$ cat config.mk
export PLATFORM = sky130hd
export DESIGN_NAME = load_store_unit_flat
export DESIGN_NICKNAME = d
export VERILOG_FILES = /design/src/rtl/load_store_unit_pkg.sv /design/src/rtl/load_store_unit_if.sv /design/src/rtl/lsu_align_ext.sv /design/src/rtl/load_store_unit.sv /design/src/flat_wrapper.sv
export SDC_FILE = /design/constraint.sdc
export NUM_CORES = 1
export LEC_CHECK = 0
export ABC_AREA = 0
export CORE_MARGIN = 5
export CORE_UTILIZATION = 30
export CTS_BUF_LIST = sky130_fd_sc_hd__clkbuf_2
export DETAILED_ROUTE_END_ITERATION = 6
export HOLD_SLACK_MARGIN = 0.03
export PLACE_DENSITY = 0.67
export SLEW_MARGIN = 20
export SYNTH_ARGS = -nofsm -noshare
export SYNTH_HDL_FRONTEND = slang
export SYNTH_SLANG_ARGS = --single-unit
$ cat constraint.sdc
create_clock -name clk -period 5 [get_ports clk]
set_input_delay 1.5 -clock clk [delete_from_list [all_inputs] [get_ports clk]]
set_output_delay 1.5 -clock clk [all_outputs]
set_load 0.05 [all_outputs]
$ cat src/rtl/load_store_unit_pkg.sv
// Shared encodings for the load/store unit: funct3 values, bus size codes,
// exception causes and FSM states.
package load_store_unit_pkg;

   // funct3 encodings; stores share the low three with loads
   localparam logic [2:0] F3Byte  = 3'b000;
   localparam logic [2:0] F3Half  = 3'b001;
   localparam logic [2:0] F3Word  = 3'b010;
   localparam logic [2:0] F3ByteU = 3'b100;
   localparam logic [2:0] F3HalfU = 3'b101;

   // Bus controller size codes, equal to funct3[1:0]
   localparam logic [1:0] SizeByte = 2'b00;
   localparam logic [1:0] SizeHalf = 2'b01;
   localparam logic [1:0] SizeWord = 2'b10;

   typedef enum logic [1:0] {
      CauseNone       = 2'b00,
      CauseMisaligned = 2'b01,
      CauseIllegal    = 2'b10,
      CauseTimeout    = 2'b11
   } lsu_cause_e;

   typedef enum logic [1:0] {
      StIdle   = 2'b00,
      StAccess = 2'b01,
      StResp   = 2'b10
   } lsu_state_e;

endpackage

$ cat src/rtl/load_store_unit_if.sv
// Request, response and data-bus signals of the load/store unit.
// slave is the unit's view; master is the core plus bus controller side.
interface load_store_unit_if;
   logic        req_valid;
   logic        req_ready;
   logic        req_store;
   logic [2:0]  req_funct3;
   logic [31:0] req_base;
   logic [11:0] req_imm;
   logic [31:0] req_wdata;
   logic        resp_valid;
   logic [31:0] resp_rdata;
   logic [1:0]  resp_cause;
   logic [31:0] resp_addr;
   logic        bus_wd;
   logic        bus_rd;
   logic [1:0]  bus_size;
   logic [31:0] bus_addr;
   logic [31:0] bus_wdata;
   logic [31:0] bus_rdata;
   logic        bus_ready;
   logic        bus_busy;

   modport slave (
      input  req_valid, req_store, req_funct3, req_base, req_imm, req_wdata,
      input  bus_rdata, bus_ready, bus_busy,
      output req_ready, resp_valid, resp_rdata, resp_cause, resp_addr,
      output bus_wd, bus_rd, bus_size, bus_addr, bus_wdata
   );

   modport master (
      output req_valid, req_store, req_funct3, req_base, req_imm, req_wdata,
      output bus_rdata, bus_ready, bus_busy,
      input  req_ready, resp_valid, resp_rdata, resp_cause, resp_addr,
      input  bus_wd, bus_rd, bus_size, bus_addr, bus_wdata
   );
endinterface

$ cat src/rtl/lsu_align_ext.sv
// Combinational request legality/alignment check and load-data extension.
module lsu_align_ext
   import load_store_unit_pkg::*;
(
   input  logic        chk_store,
   input  logic [2:0]  chk_funct3,
   input  logic [1:0]  chk_ea,
   input  logic [2:0]  ext_funct3,
   input  logic [31:0] ext_rdata,
   output logic        misaligned,
   output logic        illegal,
   output logic [31:0] ext_data
);

   always_comb begin
      if (chk_store) begin
         illegal = !(chk_funct3 inside {F3Byte, F3Half, F3Word});
      end else begin
         illegal = !(chk_funct3 inside {F3Byte, F3Half, F3Word, F3ByteU, F3HalfU});
      end
   end

   always_comb begin
      case (chk_funct3[1:0])
         SizeByte: misaligned = 1'b0;
         SizeHalf: misaligned = chk_ea[0];
         SizeWord: misaligned = |chk_ea;
         default:  misaligned = 1'b0;
      endcase
   end

   always_comb begin
      case (ext_funct3)
         F3Byte:  ext_data = {{24{ext_rdata[7]}}, ext_rdata[7:0]};
         F3Half:  ext_data = {{16{ext_rdata[15]}}, ext_rdata[15:0]};
         F3ByteU: ext_data = {24'h0, ext_rdata[7:0]};
         F3HalfU: ext_data = {16'h0, ext_rdata[15:0]};
         default: ext_data = ext_rdata;
      endcase
   end

endmodule

$ cat src/rtl/load_store_unit.sv
// RV32I load/store unit: accepts one request per handshake, drives a single
// bus strobe, and answers with a one-cycle response pulse.
module load_store_unit
   import load_store_unit_pkg::*;
#(
   parameter int unsigned TIMEOUT_CYCLES = 16
) (
   input logic              clk,
   input logic              rst,
   load_store_unit_if.slave lsu_bus
);

   localparam logic [7:0] CntLast = 8'(TIMEOUT_CYCLES - 1);

   lsu_state_e  state_q;
   lsu_cause_e  cause_q;
   logic [31:0] ea_q, wdata_q, rdata_q, resp_addr_q;
   logic [2:0]  funct3_q;
   logic [7:0]  cnt_q;
   logic        store_q, wd_q, rd_q, rv_q;

   logic [31:0] ea, ext_data;
   logic        misaligned, illegal, go;

   assign ea = lsu_bus.req_base + {{20{lsu_bus.req_imm[11]}}, lsu_bus.req_imm};
   assign go = lsu_bus.bus_ready && !lsu_bus.bus_busy;

   lsu_align_ext u_align_ext (
      .chk_store  (lsu_bus.req_store),
      .chk_funct3 (lsu_bus.req_funct3),
      .chk_ea     (ea[1:0]),
      .ext_funct3 (funct3_q),
      .ext_rdata  (lsu_bus.bus_rdata),
      .misaligned (misaligned),
      .illegal    (illegal),
      .ext_data   (ext_data)
   );

   // Strobes are set at the edge that leaves the unit in ACCESS, so each lasts
   // exactly one ACCESS cycle; response fields are cleared outside RESP.
   always_ff @(posedge clk) begin
      if (!rst) begin
         state_q     <= StIdle;
         cause_q     <= CauseNone;
         ea_q        <= '0;
         wdata_q     <= '0;
         rdata_q     <= '0;
         resp_addr_q <= '0;
         funct3_q    <= '0;
         cnt_q       <= '0;
         store_q     <= 1'b0;
         wd_q        <= 1'b0;
         rd_q        <= 1'b0;
         rv_q        <= 1'b0;
      end else begin
         wd_q        <= 1'b0;
         rd_q        <= 1'b0;
         rv_q        <= 1'b0;
         rdata_q     <= '0;
         cause_q     <= CauseNone;
         resp_addr_q <= '0;
         unique case (state_q)
            StIdle: begin
               if (lsu_bus.req_valid) begin
                  ea_q     <= ea;
                  funct3_q <= lsu_bus.req_funct3;
                  store_q  <= lsu_bus.req_store;
                  wdata_q  <= lsu_bus.req_wdata;
                  if (illegal || misaligned) begin
                     rv_q        <= 1'b1;
                     cause_q     <= illegal ? CauseIllegal : CauseMisaligned;
                     resp_addr_q <= ea;
                     state_q     <= StResp;
                  end else begin
                     cnt_q   <= '0;
                     wd_q    <= go && lsu_bus.req_store;
                     rd_q    <= go && !lsu_bus.req_store;
                     state_q <= StAccess;
                  end
               end
            end
            StAccess: begin
               if (wd_q || rd_q) begin
                  rv_q        <= 1'b1;
                  rdata_q     <= store_q ? '0 : ext_data;
                  resp_addr_q <= ea_q;
                  state_q     <= StResp;
               end else if (cnt_q == CntLast) begin
                  rv_q        <= 1'b1;
                  cause_q     <= CauseTimeout;
                  resp_addr_q <= ea_q;
                  state_q     <= StResp;
               end else begin
                  cnt_q <= cnt_q + 8'd1;
                  wd_q  <= go && store_q;
                  rd_q  <= go && !store_q;
               end
            end
            StResp:  state_q <= StIdle;
            default: state_q <= StIdle;
         endcase
      end
   end

   assign lsu_bus.req_ready  = (state_q == StIdle);
   assign lsu_bus.resp_valid = rv_q;
   assign lsu_bus.resp_rdata = rdata_q;
   assign lsu_bus.resp_cause = cause_q;
   assign lsu_bus.resp_addr  = resp_addr_q;
   assign lsu_bus.bus_wd     = wd_q;
   assign lsu_bus.bus_rd     = rd_q;
   assign lsu_bus.bus_size   = funct3_q[1:0];
   assign lsu_bus.bus_addr   = ea_q;
   assign lsu_bus.bus_wdata  = wdata_q;

endmodule

$ cat src/flat_wrapper.sv
// flat-port wrapper written by rule: the top's interface ports become plain ports
module load_store_unit_flat import load_store_unit_pkg::*;
#(
   parameter int unsigned TIMEOUT_CYCLES = 16
)
  (clk, rst, lsu_bus_req_valid, lsu_bus_req_store, lsu_bus_req_funct3, lsu_bus_req_base, lsu_bus_req_imm, lsu_bus_req_wdata, lsu_bus_bus_rdata, lsu_bus_bus_ready, lsu_bus_bus_busy, lsu_bus_req_ready, lsu_bus_resp_valid, lsu_bus_resp_rdata, lsu_bus_resp_cause, lsu_bus_resp_addr, lsu_bus_bus_wd, lsu_bus_bus_rd, lsu_bus_bus_size, lsu_bus_bus_addr, lsu_bus_bus_wdata);
  load_store_unit_if lsu_bus_i ();
  input logic clk;
  input logic rst;
  input wire logic [$bits(lsu_bus_i.req_valid)-1:0] lsu_bus_req_valid;
  input wire logic [$bits(lsu_bus_i.req_store)-1:0] lsu_bus_req_store;
  input wire logic [$bits(lsu_bus_i.req_funct3)-1:0] lsu_bus_req_funct3;
  input wire logic [$bits(lsu_bus_i.req_base)-1:0] lsu_bus_req_base;
  input wire logic [$bits(lsu_bus_i.req_imm)-1:0] lsu_bus_req_imm;
  input wire logic [$bits(lsu_bus_i.req_wdata)-1:0] lsu_bus_req_wdata;
  input wire logic [$bits(lsu_bus_i.bus_rdata)-1:0] lsu_bus_bus_rdata;
  input wire logic [$bits(lsu_bus_i.bus_ready)-1:0] lsu_bus_bus_ready;
  input wire logic [$bits(lsu_bus_i.bus_busy)-1:0] lsu_bus_bus_busy;
  output wire logic [$bits(lsu_bus_i.req_ready)-1:0] lsu_bus_req_ready;
  output wire logic [$bits(lsu_bus_i.resp_valid)-1:0] lsu_bus_resp_valid;
  output wire logic [$bits(lsu_bus_i.resp_rdata)-1:0] lsu_bus_resp_rdata;
  output wire logic [$bits(lsu_bus_i.resp_cause)-1:0] lsu_bus_resp_cause;
  output wire logic [$bits(lsu_bus_i.resp_addr)-1:0] lsu_bus_resp_addr;
  output wire logic [$bits(lsu_bus_i.bus_wd)-1:0] lsu_bus_bus_wd;
  output wire logic [$bits(lsu_bus_i.bus_rd)-1:0] lsu_bus_bus_rd;
  output wire logic [$bits(lsu_bus_i.bus_size)-1:0] lsu_bus_bus_size;
  output wire logic [$bits(lsu_bus_i.bus_addr)-1:0] lsu_bus_bus_addr;
  output wire logic [$bits(lsu_bus_i.bus_wdata)-1:0] lsu_bus_bus_wdata;
  assign lsu_bus_i.req_valid = lsu_bus_req_valid;
  assign lsu_bus_i.req_store = lsu_bus_req_store;
  assign lsu_bus_i.req_funct3 = lsu_bus_req_funct3;
  assign lsu_bus_i.req_base = lsu_bus_req_base;
  assign lsu_bus_i.req_imm = lsu_bus_req_imm;
  assign lsu_bus_i.req_wdata = lsu_bus_req_wdata;
  assign lsu_bus_i.bus_rdata = lsu_bus_bus_rdata;
  assign lsu_bus_i.bus_ready = lsu_bus_bus_ready;
  assign lsu_bus_i.bus_busy = lsu_bus_bus_busy;
  assign lsu_bus_req_ready = lsu_bus_i.req_ready;
  assign lsu_bus_resp_valid = lsu_bus_i.resp_valid;
  assign lsu_bus_resp_rdata = lsu_bus_i.resp_rdata;
  assign lsu_bus_resp_cause = lsu_bus_i.resp_cause;
  assign lsu_bus_resp_addr = lsu_bus_i.resp_addr;
  assign lsu_bus_bus_wd = lsu_bus_i.bus_wd;
  assign lsu_bus_bus_rd = lsu_bus_i.bus_rd;
  assign lsu_bus_bus_size = lsu_bus_i.bus_size;
  assign lsu_bus_bus_addr = lsu_bus_i.bus_addr;
  assign lsu_bus_bus_wdata = lsu_bus_i.bus_wdata;
  load_store_unit #(.TIMEOUT_CYCLES(TIMEOUT_CYCLES)) u_core (.clk(clk), .rst(rst), .lsu_bus(lsu_bus_i));
endmodule
# == After elaboration in Yosys (flattened, before gate mapping) ==
# Cells that the tools add are included.
# classes
add_sub_neg,2
n_eq_ne,16
muxes,39
n_bitwise,3
n_reduce_logical,23
# op_table
cell,n
2-to-1 mux 32 bit,4
case mux 32 bit (4 select lines),1
case mux 32 bit (2 select lines),1
adder 32 bit,1
2-to-1 mux 8 bit,4
2-to-1 mux 2 bit,9
case mux 8 bit (2 select lines),1
2-to-1 mux 1 bit,13
"equality test 3 bit, second input constant",4
"adder 8 x 1 -> 8 bit, second input constant",1
"equality test 8 x 4 -> 1 bit, second input constant",1
"inequality test 2 bit, second input constant",4
case mux 1 bit (2 select lines),4
case mux 2 bit (2 select lines),2
"equality test 3 x 1 -> 1 bit, second input constant",2
zero test 3 bit,2
logical AND 1 bit,5
zero test 1 bit,5
AND reduction 5 bit,1
nonzero test 5 bit,1
"equality test 2 x 1 -> 1 bit, second input constant",2
AND reduction 2 bit,2
OR reduction 4 bit,1
"equality test 3 x 2 -> 1 bit, second input constant",1
8 further kinds,11
# totals
register_bits,147
in_bits,117
output_inout_bits,136
elab_cells,95

# == Logic depth before layout (Yosys ltp) ==
# Gate-level depths: netlist (run 1).
# depth
depth_word,8
ltp_mapped,9
mapped_depth_nobuf,9

# == Cells and area by module ==
# From an unflattened synthesis (run 1), not the netlist that was laid out.
# hier_totals
hier_cells,859
hier_area_um2,7252.0
# modules_own_cells
module,instances,cells_per_inst,area_per_inst_um2,seq_area_each_um2
load_store_unit,1,781,6817.8,2942.8
lsu_align_ext,1,78,434.2,0.0

# == Least setup slack after synthesis (run 1) ==
# Ideal clock, no wire load.
# synth_path
path_type,input-to-reg
start,in lsu_bus_req_imm[0]
end,"reg u_core.resp_addr_q[22], in the netlist u_core.lsu_bus.resp_addr[22]"
setup_time_ns,0.117
arrival_time_ns,3.386
t_required_ns,4.883
path_slack_ns,1.497
stages,9
path_buffers,0
path_cell_list,ha_1 -> fa_1 -> a211oi_2 -> o21ai_2 -> a41oi_2 -> o31ai_4 -> a41oi_1 -> xnor2_1 -> a22o_1
# synth_via
elab_chain_cells,7
# synth_lines
element,line,rtl
from (decl),flat_wrapper.sv:14,input wire logic [$bits(lsu_bus_i.req_imm)-1:0] lsu_bus_req_imm;
adder 32 bit (*),load_store_unit.sv:25,"assign ea = lsu_bus.req_base + {{20{lsu_bus.req_imm[11]}}, lsu_bus.req_imm};"
OR reduction 2 bit,lsu_align_ext.sv:27,SizeWord: misaligned = |chk_ea;
case mux 1 bit (2 select lines),lsu_align_ext.sv:24,case (chk_funct3[1:0])
logical OR 1 bit,load_store_unit.sv:69,if (illegal || misaligned) begin
2-to-1 mux 32 bit (*),load_store_unit.sv:69,
2-to-1 mux 32 bit (*),load_store_unit.sv:64,if (lsu_bus.req_valid) begin
case mux 32 bit (2 select lines) (*),load_store_unit.sv:62,unique case (state_q)
to (signal assigned),load_store_unit.sv:86,resp_addr_q <= ea_q;
to (signal assigned),load_store_unit.sv:91,resp_addr_q <= ea_q;
to (decl),load_store_unit.sv:17,"logic [31:0] ea_q, wdata_q, rdata_q, resp_addr_q;"
# Mark *: on every way between the ends. The rest lies on a longest branch, timed or not.
# A chain may end at the register's enable or synchronous reset.

# == Final worst setup path (run 1) ==
# layout_path
start,reg u_core.funct3_q[1]
end,out lsu_bus_bus_size[1]
# layout_rtl
element,line,rtl
from (decl),load_store_unit.sv:18,logic [2:0] funct3_q;
from (signal assigned),load_store_unit.sv:66,funct3_q <= lsu_bus.req_funct3;
to (decl),flat_wrapper.sv:26,output wire logic [$bits(lsu_bus_i.bus_size)-1:0] lsu_bus_bus_size;
# No word-level cell between the ends.

==> results list, run 1 <==
- The flow ran to the end, and the final reports show no timing, DRC or antenna violations.
* Maximum clock frequency: 249 MHz
* Crit Path Max Fanout: 28
- Relative to the synthesized area, the layout overhead comes to 43.1%.
* Post-layout instance area: 9990 um^2
* Cell type with the highest aggregate area in the netlist: sky130_fd_sc_hd__dfxtp_1
- After detailed routing, the number of vias per cell comes to 4.90.
- Type of the worst setup path: reg2out
- In this run the remaining antenna-violating nets after routing total 0.
* Simple-gate portion of the synthesized area: 0.193
- Final slew viol count: 0
* Yosys Warn Count: 0
- The die is 163 um wide.
- Seq/Total Area, Yosys: 0.422
- Floorplan Core Area: 22800 um^2
* Arrival time of data at the critical path endpoint: 2520 ps
- Syn Std Cell Area: 6980 um^2
- The tool flagged a number of max-cap violations equal to 0.
- Total iterations of the first detailed-routing run: 5
- In the routed design, unresolved DRC markers number 0.
- Of the post-synthesis cell area, the dominant cell type holds 0.422.
- Final-stage net count: 1218
- Worst path buffer plus inverter count: 1
- EDFF count, synth: 0
- The initial utilization of the core area, before any placement, comes to 0.306.
- In the post-synthesis netlist, the biggest area contributors are sky130_fd_sc_hd__dfxtp_1 (42%), sky130_fd_sc_hd__nand2_1 (9.2%), sky130_fd_sc_hd__ha_1 (6.3%).
- The critical path starts at u_core.funct3_q[1].
- Hold buffers post-CTS: 0
* First DRT Iteration DRCs: 444
- The die covers 26400 um^2.
* Launch point of the worst hold path: u_core.lsu_bus.bus_addr[23]
- The routed layout has 6814 vias.
- For the finished layout, the period the worst path requires is 4020 ps.
- CP startpoint kind: register
- Cts bufs inserted: 17
* Routability-driven placement congestion ratio: 0.893
- Category of cells accounting for the largest share of critical-path delay: buffers and inverters
- At the pin with the least slew margin, the transition time is 849 ps.
- The startpoint identified for the worst register-to-register timing path is u_core.cnt_q[4].
* Cells after synthesis: 839
- Vias in the first global route: 6561
- CTS tree: yes
- Leakage component of the power: 3.70 nW
- Dividing the final minimum period by the clock period gives 0.803.
* Total GRT Usage: 0.170
* Combined area of the multi-input logic cells: 3800 um^2
* Post-cts gate resize count: 0
- For this design, the sink count on the clock tree is 147.
- Final-layout fill cell count: 2243
- By area, the combinational part of the netlist is dominated by compound AO/OA/AOI/OAI gates.
* Final setup fails: 0
- Total congestion overflow: 0
* Final-layout setup total negative slack: 0 ps
- Of the total synthesized cell area, the portion taken by XOR and XNOR cells is 0.0452.
* Worst Setup End Kind: output pin
- Placement Rows: 55
- Clock latency of the later-clocked register in the worst-skew pair: 700 ps
* FF+latch count, synth: 147
- Number of hold violations in the final report: 0
- Peak ir drop on the vdd network: 0.122 mV
* Unrepaired setup endpoints after global routing: false
- Cell at the slowest stage of the critical path: sky130_fd_sc_hd__clkdlybuf4s50_1
* Number of H-tree levels: 4
- Placed wire-length estimate: 17800 um
* Average routed wire per standard cell: 16.5 um
* Buffers from clock root to sink, at most: 2
- For the worst setup path, the data required time is 3500 ps.
* Worst hold path type: reg2reg
- Share of the synthesized area in compound gates (AO/OA/AOI/OAI): 0.240
- Async set-reset flop share out of synthesis: 0
- After synthesis, the mean cell area works out to 8.32 um^2.
- In this run the post-CTS setup repair buffer count came out at 0.
* Number of unique standard cell types used by synthesis: 63
- In the final layout, flip-flops and latches occupy 2940 um^2.
- Placed cell areas: 9730 um^2
- Total wire length after detailed routing: 23000 um
* Worst path max stage delay: 950 ps
* PD cells: 300 nW/um^2
* Ordered cell list for the critical path: clkdlybuf4s50_1
* Worst clock skew: 46.6 ps
- Maximum number of pins on one net before global-route repair: 60
- Number of antenna violations at the first check in global routing: 1
- The most used flip-flop cell after synthesis is sky130_fd_sc_hd__dfxtp_1.
- Clock-pin slew was measured on the worst setup and hold paths at 210 ps.
* Net count after synthesis: 992
* Wire length of the first global-routing pass: 36000 um
* Ratio of cells with drive above 1 in the final layout: 0.0510
- The worst pin sits at a relative slew slack of 0.434.
- Die Span Y: 163 um
- Of the post-synthesis cell area, the part taken by muxes is 0.00143.
* Port-buffer cells: 252
- Clock tree synthesis selected as its root buffer the cell sky130_fd_sc_hd__clkbuf_2.
* Fraction of the mapped netlist area in adder cells: 0.0656
- 253 I/O pins were placed.
- Total power consumption of the routed design: 0.00300 W
==> synth_stat cells, types with 5 or more instances <==
cell type / count
sky130_fd_sc_hd__clkbuf_1: 37
sky130_fd_sc_hd__nand2_1: 171
sky130_fd_sc_hd__nor3_1: 9
sky130_fd_sc_hd__and2_1: 15
sky130_fd_sc_hd__ha_1: 35
sky130_fd_sc_hd__nand4_1: 15
sky130_fd_sc_hd__buf_1: 7
sky130_fd_sc_hd__dfxtp_1: 147
sky130_fd_sc_hd__xor2_1: 19
sky130_fd_sc_hd__nor2_1: 48
sky130_fd_sc_hd__nand3_1: 25
sky130_fd_sc_hd__a21o_1: 5
sky130_fd_sc_hd__xnor2_1: 17
sky130_fd_sc_hd__a21oi_1: 84
sky130_fd_sc_hd__or3_1: 5
sky130_fd_sc_hd__o21ai_0: 53
sky130_fd_sc_hd__inv_1: 7
sky130_fd_sc_hd__a22oi_1: 11
sky130_fd_sc_hd__a21boi_0: 39
sky130_fd_sc_hd__a22o_1: 10
==> cell usage in the layout, fill, tap and decap left out, types with 3 or more instances in the layout <==
master and instances:
sky130_fd_sc_hd__o21ai_0 53, sky130_fd_sc_hd__a21boi_0 39, sky130_fd_sc_hd__bufinv_16 3, sky130_fd_sc_hd__a211oi_1 3, sky130_fd_sc_hd__a31oi_1 4, sky130_fd_sc_hd__nor3_1 9
sky130_fd_sc_hd__o21bai_1 4, sky130_fd_sc_hd__xor2_1 19, sky130_fd_sc_hd__clkdlybuf4s50_1 251, sky130_fd_sc_hd__and2_1 14, sky130_fd_sc_hd__nor2b_1 3, sky130_fd_sc_hd__inv_6 3
sky130_fd_sc_hd__clkbuf_2 20, sky130_fd_sc_hd__nor2_1 48, sky130_fd_sc_hd__or3_1 5, sky130_fd_sc_hd__o31a_1 3, sky130_fd_sc_hd__a22oi_1 11, sky130_fd_sc_hd__ha_1 35
sky130_fd_sc_hd__a22o_1 10, sky130_fd_sc_hd__dfxtp_1 147, sky130_fd_sc_hd__inv_1 7, sky130_fd_sc_hd__o21a_1 4, sky130_fd_sc_hd__a21o_1 5, sky130_fd_sc_hd__xnor2_1 17
sky130_fd_sc_hd__nand2b_1 3, sky130_fd_sc_hd__nand4_1 15, sky130_fd_sc_hd__or4_1 4, sky130_fd_sc_hd__buf_4 6, sky130_fd_sc_hd__a211o_1 4, sky130_fd_sc_hd__nand3_1 25
sky130_fd_sc_hd__a21oi_1 84, sky130_fd_sc_hd__nand2_1 170
==> report_power, final <==
group          internal (W)  switching (W)
logic              0.000363       0.000612
registers           0.00125      0.0000528
clock network      0.000287       0.000438
==> path summary, 6_finish.rpt <==
kind / end / slack (ps) / depth (start not counted)
max: lsu_bus_bus_size[1] / 980 / 1
min: u_core.lsu_bus.resp_addr[23] / 470 / 2
max reg2reg: u_core.lsu_bus.resp_addr[31] / 2320 / 6
min reg2reg: u_core.lsu_bus.resp_addr[23] / 470 / 2
==> sequential cells by signal, indices dropped and copies added (netlist names) <==
register                   count
u_core.store_q                 1
u_core.lsu_bus.resp_rdata     32
u_core.lsu_bus.bus_addr       32
u_core.funct3_q                3
u_core.lsu_bus.bus_wdata      32
u_core.lsu_bus.bus_wd          1
u_core.lsu_bus.resp_cause      2
u_core.lsu_bus.resp_addr      32
u_core.state_q                 2
u_core.lsu_bus.resp_valid      1
u_core.lsu_bus.bus_rd          1
u_core.cnt_q                   8
==> layer usage <==
| layer | part of all wire | vias to the layer above | global-route usage | wire length (um) |
|---|---|---|---|---|
| met2 | 0.47 | 260 | 0.286 | 10900 |
| met5 | 0 | - | 0 | 0 |
| met4 | 0.011 | 0 | 0.0411 | 260 |
| met3 | 0.082 | 15 | 0.0476 | 1880 |
| li1 | - | 3402 | - | - |
| met1 | 0.43 | 3137 | 0.215 | 9940 |
==> cells by family after synthesis <==
group           after synthesis
mux                           1
fa+ha+maj                    36
simple gates                306
compound gates              254
buf+inv                      59
flops                       147
xor+xnor                     36
==> metrics by stage <==
step	setup slack [ps]	utilization	cells	hold WS (ps)
final	984	0.438	1392	465
after global routing	693	0.438	1392	484
after CTS	822	0.438	1391	465
after detailed placement	580	0.427	1359	447
after global placement	555	0.427	1359	442
after floorplan	1500	-	839	458
==> final cells by class <==
type                    count  share of cell area
inverters                   8             0.00301
well taps                 313              0.0392
clock buffers              20              0.0100
multi-input cells         633               0.381
repair buffers            258               0.257
flip-flops and latches    147               0.295
diodes                      1            0.000251
clock inverters            12              0.0154
No activity file was read; power rests on OpenSTA's default activity.
==> run 2, diff against run 1 <==
clock period = 3.8 ns   (was 5 ns; I/O delays follow)
==> results list, run 2 (synthesis gave the netlist of run 1 again) <==
* Wire length of the first global-routing pass: 36800 um (+2.0%)
* CP startpoint kind: register
- Clk pwr share: 0.226 (-0.015)
- CTS tree: yes
- Via-to-Cell Ratio: 4.85 (-0.90%)
* Total wire length after detailed routing: 23400 um (+2.0%)
- The count of pins over their slew limit was 0 (unchanged).
- The storage element area was 2940 um^2 (unchanged).
* Final-stage net count: 1262 (+3.6%)
* Endpoint required time on the critical path: 2660 ps (-840 ps)
* Final-layout fill cell count: 2249 (+0.27%)
- Total congestion overflow: 0 (unchanged)
- Worst slew margin relative to its limit: 0.460 (+0.0261)
- Internal: 0.00248 W (+31%)
- The number of global-route vias before repair is 6818 (+3.9%).
- Buffers from clock root to sink, at most: 2 (unchanged)
- Placed cell areas: 10100 um^2 (+3.4%)
- Final setup fails: 0 (unchanged)
- The total non-filler cell area in the finished layout came to 10300 um^2 (+3.2%).
- Routability-driven placement congestion ratio: 0.924 (+3.5%)
* Clock latency of the later-clocked register in the worst-skew pair: 680 ps (-20 ps)
- Share of the clock period used by the worst path: 0.886
* Unrepaired setup endpoints after global routing: false
- The count of endpoints failing hold in the final timing report is 0 (unchanged).
- Final-layout setup total negative slack: 0 ps (unchanged)
- The net switching power figure was 0.00149 W (+35%).
* Proportion of total power due to net switching: 0.375 (+0.00763)
- Worst Setup End Kind: output pin
- Leading cell type in the layout, fill and taps excluded: sky130_fd_sc_hd__clkdlybuf4s50_1
- Ratio of cells with drive above 1 in the final layout: 0.0873 (+0.0363)
- The amount of wire on met3 after detailed routing was 1810 um (-3.8%).
- The number of placed I/O pins was 253 (unchanged).
* Met1 Wirelength: 10100 um (+2.1%)
* Final worst path period need: 3370 ps
- PD cells: 385 nW/um^2 (+28%)
- The total number of clock tree sinks came to 147 (unchanged).
* Leakage component of the power: 3.89 nW (+5.1%)
- The reg2reg setup slack came to 1400 ps (-920 ps).
- The sequential cell fraction of total power is 0.432 (-0.002).
- The first-iteration detailed-routing DRC count was 326 (-27%).
* Starting density of the core: 0.306 (unchanged)
- Placement Rows: 55 (unchanged)
* Met2 layer wire length in the routed design: 10900 um (+0.27%)
- The clock-pin transition on the worst setup and hold timing paths is 210 ps (about the same).
- Combined area of the multi-input logic cells: 3800 um^2 (unchanged)
* Maximum clock frequency: 297 MHz
- Max-Cap Viols: 0 (unchanged)
- Horiz. Die Dim: 163 um (unchanged)
- Status: finished, final reports clean
* Type of the worst setup path: reg2out
- Logic pwr share: 0.342 (+0.017)
- Number of vias after detailed routing: 6966 (+2.2%)
* Post-cts gate resize count: 0 (unchanged)
- Number of nets still failing antenna checks after routing: 0 (unchanged)
* Total GRT Usage: 0.173 (+0.00331)
* Hold buffers post-CTS: 0 (unchanged)
- Number of antenna violations at the first check in global routing: 1 (unchanged)
- The count of buffers from port buffering was 252 (unchanged).
- The area enclosed by the die boundary was 26400 um^2 (unchanged).
- Arrival time of data at the critical path endpoint: 2230 ps (-290 ps)
- Number of H-tree levels: 4 (unchanged)
* Placed wire-length estimate: 18500 um (+4.1%)
- Total iterations of the first detailed-routing run: 4 (-1)
* Floorplan Core Area: 22800 um^2 (unchanged)
- Number of buffers inserted by post-CTS setup repair: 0 (unchanged)
- Die Span Y: 163 um (unchanged)
- Peak ir drop on the vdd network: 0.143 mV (+16%)
- Commonest cells after routing, fill and taps aside: sky130_fd_sc_hd__clkdlybuf4s50_1 (251), sky130_fd_sc_hd__nand2_1 (170), sky130_fd_sc_hd__dfxtp_1 (147), sky130_fd_sc_hd__a21oi_1 (84), sky130_fd_sc_hd__o21ai_0 (53)
- Crit Path Max Fanout: 5 (-82%)
- The largest net degree at the start of global routing came to 49 (-18%).
- The min-delay analysis places its worst path in the category reg2reg.
* P&R area growth vs syn: 47.7%
* Max layer used: met4
- Transition time of the tightest slew-check pin: 810 ps (-39.1 ps)
- The average routed wire per standard cell is 16.3 um (-1.1%).
- Residual DRC count: 0 (unchanged)
* Worst clock skew: 32.8 ps (-13.8 ps)
* Cts bufs inserted: 17 (unchanged)
- The tree is rooted in a sky130_fd_sc_hd__clkbuf_2.
-- run 2: changes by cell type in the layout (fill, tap and decap cells not counted) --
cell and change:
sky130_fd_sc_hd__bufinv_16 -1, sky130_fd_sc_hd__clkinv_1 +1, sky130_fd_sc_hd__clkinvlp_4 +3, sky130_fd_sc_hd__clkbuf_2 -3
sky130_fd_sc_hd__clkinv_2 -1, sky130_fd_sc_hd__buf_4 +44, sky130_fd_sc_hd__inv_8 +1
-- run 2: worst paths after layout --
check | from | end | cells past startpoint
hold reg to reg | u_core.lsu_bus.bus_wdata[0] | u_core.lsu_bus.bus_wdata[0] | 2
setup reg to reg | u_core.cnt_q[4] | u_core.lsu_bus.resp_addr[31] | 7
setup / recovery | u_core.state_q[1] | lsu_bus_req_ready | 2
hold / removal | u_core.lsu_bus.bus_wdata[0] | u_core.lsu_bus.bus_wdata[0] | 2
-- run 2: final cells by class --
class | count | share of cell area
sequential | 147 | 0.286
antenna | 1 | 0.000243
clock buffer | 17 | 0.00826
multi-input combinational | 633 | 0.369
clock inverter | 15 | 0.0152
inverter | 8 | 0.00291
tap | 313 | 0.0380
timing repair buffer | 302 | 0.281
-- run 2: metal layers --
metal / track usage / vias to the layer above
met4: 0.0569 / 0
met2: 0.290 / 251
met3: 0.0423 / 27
li1: - / 3477
met1: 0.218 / 3211
met5: 0 / -
-- run 2: worst max-delay path, cell delays in order, from the launching register on --
cell	delay, ps
sky130_fd_sc_hd__dfxtp_1	410
sky130_fd_sc_hd__nor2_1	260
sky130_fd_sc_hd__clkdlybuf4s50_1	890
-- run 2: power by group through the flow --
stage / clock, W / sequential (W) / combinational [W]
6_report: 0.000897 / 0.00171 / 0.00135
5_1_grt: 0.00101 / 0.00173 / 0.00146
4_1_cts: 0.000937 / 0.00171 / 0.00136
3_5_place_dp: 0 / 0.00174 / 0.00136
3_3_place_gp: 0 / 0.00174 / 0.00135
2_1_floorplan: 0 / 0.00204 / 0.000508
-- run 2: metrics by stage --
step / worst slack, ps / total power, W / instances / utilization / hold WS [ps]
floorplan: 657 / 0.00255 / 839 / - / 458
global placement: 42.6 / 0.00309 / 1403 / 0.442 / 441
detailed placement: 4.16 / 0.00310 / 1403 / 0.442 / 446
CTS: 342 / 0.00401 / 1435 / 0.452 / 470
global route: 283 / 0.00419 / 1436 / 0.452 / 491
finish: 432 / 0.00396 / 1436 / 0.452 / 467
